==> config.mk <==
export PLATFORM = sky130hd
export DESIGN_NAME = alarm_ctrl_fsm_flat
export DESIGN_NICKNAME = d
export VERILOG_FILES = /design/src/rtl/alarm_ctrl_if.sv /design/src/rtl/alarm_ctrl_fsm.sv /design/src/flat_wrapper.sv
export SDC_FILE = /design/constraint.sdc
export NUM_CORES = 1
export LEC_CHECK = 0
export ABC_AREA = 1
export CAP_MARGIN = 20
export CORE_AREA = 2 2 39 41
export DETAILED_ROUTE_END_ITERATION = 16
export DIE_AREA = 0 0 41 43
export DONT_BUFFER_PORTS = 1
export GPL_TIMING_DRIVEN = 0
export PLACE_DENSITY = 0.6
export SLEW_MARGIN = 25
export SYNTH_ARGS = -nofsm -noshare
export SYNTH_HDL_FRONTEND = slang
export SYNTH_SLANG_ARGS = --single-unit
==> constraint.sdc <==
create_clock -name clock -period 1.4 [get_ports clock]
set_input_delay 0.14 -clock clock [delete_from_list [all_inputs] [get_ports clock]]
set_output_delay 0.14 -clock clock [all_outputs]
set_load 0.005 [all_outputs]
==> src/rtl/alarm_ctrl_if.sv <==
// Keypad/button inputs and display/load strobes between the alarm controller and its neighbours.
// Plain wires only: no flow control, every signal is sampled or driven each clock.
interface alarm_ctrl_if;
  logic       one_second;
  logic [3:0] key;
  logic       alarm_button;
  logic       time_button;
  logic       show_new_time;
  logic       show_a;
  logic       shift;
  logic       load_new_a;
  logic       load_new_c;

  modport master (
    output one_second, key, alarm_button, time_button,
    input  show_new_time, show_a, shift, load_new_a, load_new_c
  );

  modport slave (
    input  one_second, key, alarm_button, time_button,
    output show_new_time, show_a, shift, load_new_a, load_new_c
  );
endinterface

==> src/rtl/alarm_ctrl_fsm.sv <==
// Alarm-clock sequencer: turns key/button activity into display and load strobes, with key-entry timeout.
// Moore outputs valid one cycle after the sampling edge; no backpressure, inputs are consumed every cycle.
module alarm_ctrl_fsm #(
  parameter logic [3:0] NOKEY       = 4'd10,
  parameter int         TIMEOUT_SEC = 10
) (
  input logic         clock,
  input logic         reset,
  alarm_ctrl_if.slave bus
);

  typedef enum logic [2:0] {
    S_SHOW_TIME   = 3'd0,
    S_SHOW_ALARM  = 3'd1,
    S_KEY_STORED  = 3'd2,
    S_KEY_WAITED  = 3'd3,
    S_KEY_ENTRY   = 3'd4,
    S_SET_ALARM   = 3'd5,
    S_SET_CURRENT = 3'd6
  } state_e;

  localparam logic [3:0] TLAST = 4'(TIMEOUT_SEC - 1);

  state_e     state_q, state_d;
  logic [3:0] tcnt_q, tcnt_d;
  logic       key_pressed;
  logic       timeout;
  logic       win_q, win_d;

  assign key_pressed = (bus.key != NOKEY);
  assign timeout     = bus.one_second && (tcnt_q == TLAST);

  always_ff @(posedge clock or negedge reset) begin
    if (!reset) begin
      state_q <= S_SHOW_TIME;
      tcnt_q  <= 4'd0;
    end else begin
      state_q <= state_d;
      tcnt_q  <= tcnt_d;
    end
  end

  always_comb begin
    state_d = S_SHOW_TIME;
    case (state_q)
      S_SHOW_TIME: begin
        if (bus.alarm_button)  state_d = S_SHOW_ALARM;
        else if (key_pressed)  state_d = S_KEY_STORED;
        else                   state_d = S_SHOW_TIME;
      end
      S_SHOW_ALARM:  state_d = bus.alarm_button ? S_SHOW_ALARM : S_SHOW_TIME;
      S_KEY_STORED:  state_d = S_KEY_WAITED;
      S_KEY_WAITED: begin
        if (!key_pressed)      state_d = S_KEY_ENTRY;
        else if (timeout)      state_d = S_SHOW_TIME;
        else                   state_d = S_KEY_WAITED;
      end
      S_KEY_ENTRY: begin
        if (bus.alarm_button)     state_d = S_SET_ALARM;
        else if (bus.time_button) state_d = S_SET_CURRENT;
        else if (key_pressed)     state_d = S_KEY_STORED;
        else if (timeout)         state_d = S_SHOW_TIME;
        else                      state_d = S_KEY_ENTRY;
      end
      S_SET_ALARM:   state_d = S_SHOW_TIME;
      S_SET_CURRENT: state_d = S_SHOW_TIME;
      default:       state_d = S_SHOW_TIME;
    endcase
  end

  // Counter saturates at the last second so a release coinciding with the final tick cannot wrap it.
  assign win_q = (state_q == S_KEY_WAITED) || (state_q == S_KEY_ENTRY);
  assign win_d = (state_d == S_KEY_WAITED) || (state_d == S_KEY_ENTRY);

  always_comb begin
    tcnt_d = 4'd0;
    if (win_d && win_q) begin
      if (bus.one_second && (tcnt_q != TLAST)) tcnt_d = tcnt_q + 4'd1;
      else                                     tcnt_d = tcnt_q;
    end
  end

  always_comb begin
    bus.show_new_time = 1'b0;
    bus.show_a        = 1'b0;
    bus.shift         = 1'b0;
    bus.load_new_a    = 1'b0;
    bus.load_new_c    = 1'b0;
    case (state_q)
      S_SHOW_ALARM:  bus.show_a = 1'b1;
      S_KEY_STORED: begin
        bus.shift         = 1'b1;
        bus.show_new_time = 1'b1;
      end
      S_KEY_WAITED:  bus.show_new_time = 1'b1;
      S_KEY_ENTRY:   bus.show_new_time = 1'b1;
      S_SET_ALARM:   bus.load_new_a    = 1'b1;
      S_SET_CURRENT: bus.load_new_c    = 1'b1;
      default: ;
    endcase
  end

endmodule
==> src/flat_wrapper.sv <==
// flat-port wrapper written by rule: the top's interface ports become plain ports
module alarm_ctrl_fsm_flat 
#(
  parameter logic [3:0] NOKEY       = 4'd10,
  parameter int         TIMEOUT_SEC = 10
)
  (clock, reset, bus_one_second, bus_key, bus_alarm_button, bus_time_button, bus_show_new_time, bus_show_a, bus_shift, bus_load_new_a, bus_load_new_c);
  alarm_ctrl_if bus_i ();
  input logic clock;
  input logic reset;
  input wire logic [$bits(bus_i.one_second)-1:0] bus_one_second;
  input wire logic [$bits(bus_i.key)-1:0] bus_key;
  input wire logic [$bits(bus_i.alarm_button)-1:0] bus_alarm_button;
  input wire logic [$bits(bus_i.time_button)-1:0] bus_time_button;
  output wire logic [$bits(bus_i.show_new_time)-1:0] bus_show_new_time;
  output wire logic [$bits(bus_i.show_a)-1:0] bus_show_a;
  output wire logic [$bits(bus_i.shift)-1:0] bus_shift;
  output wire logic [$bits(bus_i.load_new_a)-1:0] bus_load_new_a;
  output wire logic [$bits(bus_i.load_new_c)-1:0] bus_load_new_c;
  assign bus_i.one_second = bus_one_second;
  assign bus_i.key = bus_key;
  assign bus_i.alarm_button = bus_alarm_button;
  assign bus_i.time_button = bus_time_button;
  assign bus_show_new_time = bus_i.show_new_time;
  assign bus_show_a = bus_i.show_a;
  assign bus_shift = bus_i.shift;
  assign bus_load_new_a = bus_i.load_new_a;
  assign bus_load_new_c = bus_i.load_new_c;
  alarm_ctrl_fsm #(.NOKEY(NOKEY), .TIMEOUT_SEC(TIMEOUT_SEC)) u_core (.clock(clock), .reset(reset), .bus(bus_i));
endmodule
==> out/results.ini <==
[yosys]
netlist_top_cells_area=dfrtp_1 31%, nand2_1 11%, inv_1 7.4%
ffs_latches_synth=7
syn_nets=88
yosys_warning_total=0
synth_sequential_area_ratio_pct=31.5
syn-cell-area_um2=557
synth_top_cell_area_share_pct=31.5
synthesis.instances=77
number_of_different_library_cells_in_the_post_synthesis_netlist=19
syn-mean-instance-area_um2=7.23
post-synth-top-area-cell=dfrtp_1

[die]
row_cnt=14
initial_util_pct=40.2
dieWidth_um=41
dieHeight_um=43
boundaryPins=14
dieArea_um2=1760
core_area_um2=1380

[global_routing]
grt_max_degree=8
grt_pass1_vias=515
gr_overflow_total=0
wire_length_of_the_first_global_routing_pass_um=1880
track_usage_pct=15.7
antenna_found_initial=0

[route]
drt-pass1-iter-count=4
met3RoutedLength_um=42
wl_met1_um=497
wl_per_cell_um=11.2
route.top_layer_used=met4
vias=502
drc=0
viasPerCell=4.74
routed_met2_length_um=642
initialDrtViolationCount=10
wl_um=1190
antenna_left=0

[setup_path]
critPathRequiredTime_ns=1.52
critical_path_peak_fanout=4
critPathArrivalTime_ns=1.52
timing.critical_path.from_type=flip-flop
worst_setup_path_end_kind=flip-flop
timing_worst_setup_path_type=reg2reg

[layout]
nets=102
synthToLayoutAreaGrowth_pct=34.4
diodes=0
post_route_cells_drive_above_1_share_pct=45.6
finished_core_util_pct=54.1

[run]
max_cap_violations=0

[clock_tree]
cts.root.buffer_cell=clkbuf_4
clkTransAtPathRegs_ns=0.05
h-tree-depth=1
cts_made_buffers=3
tritoncts=done
maximum_number_of_buffers_from_clock_root_to_sink=2
cts.sink_count=7
clock_latency_of_the_later_clocked_register_in_the_worst_skew_pair_ns=0.24

[sta]
rsz0062_at_grt=true
final_critical_path_setup_slack_ns=0.00533
setup-violations-final=0
crit_share_post_route_pct=99.6
timing.final.max_slew_violations=0
finalWorstPathRequiredPeriod_ns=1.39
fmax_ghz=0.717
worst_slew_pin_slew_ns=0.317
relSlewSlack_pct=78.8
clock-skew-final_ns=0.00126
finalHoldViolations=0

[run_status]
outcome=finished clean

[power_and_ir_drop]
leakagePower_uw=0.000348
worst_ir_drop_vdd_uv=873
power_per_cell_area_nw_per_um2=1500

[place]
io_port_bufs=0
place_worst_setup_slack_ns=-0.105
post-dp-hpwl_um=825
place.gp.congestion=0.680

[hold_path]
hp-class=in2reg

metrics by stage:
| stage | TNS, ns | power, uW | cell area, um^2 | hold WS, ns | cells |
|---|---|---|---|---|---|
| after floorplan | 0 | 623 | 557 | -0.156 | 77 |
| after global placement | -0.255 | 672 | 577 | -0.155 | 93 |
| after detailed placement | -0.384 | 688 | 577 | -0.155 | 93 |
| after CTS | -0.0960 | 957 | 663 | 0.0812 | 102 |
| after global routing | -0.273 | 1210 | 748 | 0.137 | 106 |
| final | 0 | 1120 | 748 | 0.110 | 106 |
where the power goes:
| part | leakage (uW) | switching (uW) | internal, uW |
|---|---|---|---|
| clock | 0.0000150 | 62.5 | 108 |
| sequential | 0.0000919 | 58.1 | 246 |
| combinational | 0.000241 | 353 | 296 |
| total | 0.000348 | 474 | 650 |
layout make-up:
class	instances	area [um^2]
sequential	7	176
tap	16	20.0
multi-input combinational	55	393
clock buffer	4	26.3
inverter	15	58.8
fill	145	636
timing repair buffer	9	73.8
routing by layer:
| metal | up-vias | global-route usage, % |
|---|---|---|
| met4 | 0 | 8.00 |
| met5 | - | 0 |
| met1 | 236 | 19.1 |
| met2 | 8 | 25.6 |
| li1 | 256 | - |
| met3 | 2 | 1.57 |
worst max-delay path, cell delays in order, from the launching register on:
cell and delay [ns]:
dfrtp_1 0.38, inv_2 0.07, ha_4 0.14, nand3_4 0.08, nor2_4 0.11, nor2_4 0.05
nor2_4 0.12, nand3_2 0.08, nand2_2 0.08, inv_4 0.05, nand2_8 0.09, nor2_2 0.04
final timing paths:
check	startpoint	endpoint	slack [ns]	depth (start not counted)
worst max-delay path	u_core.tcnt_q[1]	u_core.tcnt_q[0]	0.005	11
worst max register to register	u_core.tcnt_q[1]	u_core.tcnt_q[0]	0.005	11
min in group asynchronous	reset	u_core.state_q[2]	0.23	1
max in group asynchronous	reset	u_core.state_q[0]	0.91	1
worst min register to register	u_core.tcnt_q[3]	u_core.tcnt_q[3]	0.68	2
worst min-delay path	bus_alarm_button	u_core.state_q[0]	0.11	2
sequential cells by signal, indices dropped and copies added, names as in the netlist:
name            count
u_core.state_q      3
u_core.tcnt_q       4
repair_timing:
item                                    CTS  global route
endpoints found under the setup margin    4             6
hold buffers                              1             0
setup buffers                             4             4
pin swaps                                 5            10
resized for setup                         4            15
cloned                                    0             0
hold endpoints to repair                  7             0
logic make-up (layout without fill, tap and decap cells):
group	count (synthesis)	count (layout)	synth area share, %
and+or+nand+nor	46	46	44.9
buffers and inverters	15	28	10.3
DFF	7	7	31.5
AOI/OAI and AO/OA	4	4	4.04
xor gates and xnor gates	3	3	4.72
adders and majority gates	2	2	4.49
cells in the mapped netlist:
master    instances
inv_2             3
nor2_2            6
ha_1              2
o21bai_1          1
nand4_1           1
nand2_2           4
clkinv_2          1
nand2_4           1
nand3_2           2
inv_1            11
nor2_1            6
nor2_4            3
nand2_1          17
xor2_1            3
dfrtp_1           7
o21ai_1           1
nand3_1           4
o21ai_0           2
nor3_1            2
placed cells by master, fill, tap and decap left out:
master         synthesis  routed
buf_4                  0       7
buf_6                  0       1
clkbuf_1               0       1
clkbuf_4               0       3
dfrtp_1                7       6
dfrtp_2                0       1
dlygate4sd3_1          0       1
ha_1                   2       1
ha_4                   0       1
inv_1                 11       8
inv_2                  3       6
inv_4                  0       1
nand2_1               17      15
nand2_2                4       5
nand2_4                1       1
nand2_8                0       1
nand3_1                4       3
nand3_2                2       2
nand3_4                0       1
nand4_1                1       1
nor2_1                 6       5
nor2_2                 6       4
nor2_4                 3       6
nor3_1                 2       2
o21ai_0                2       2
o21ai_1                1       1
o21bai_1               1       1
xor2_1                 3       2
xor2_2                 0       1
No activity file was read; power rests on OpenSTA's default activity.
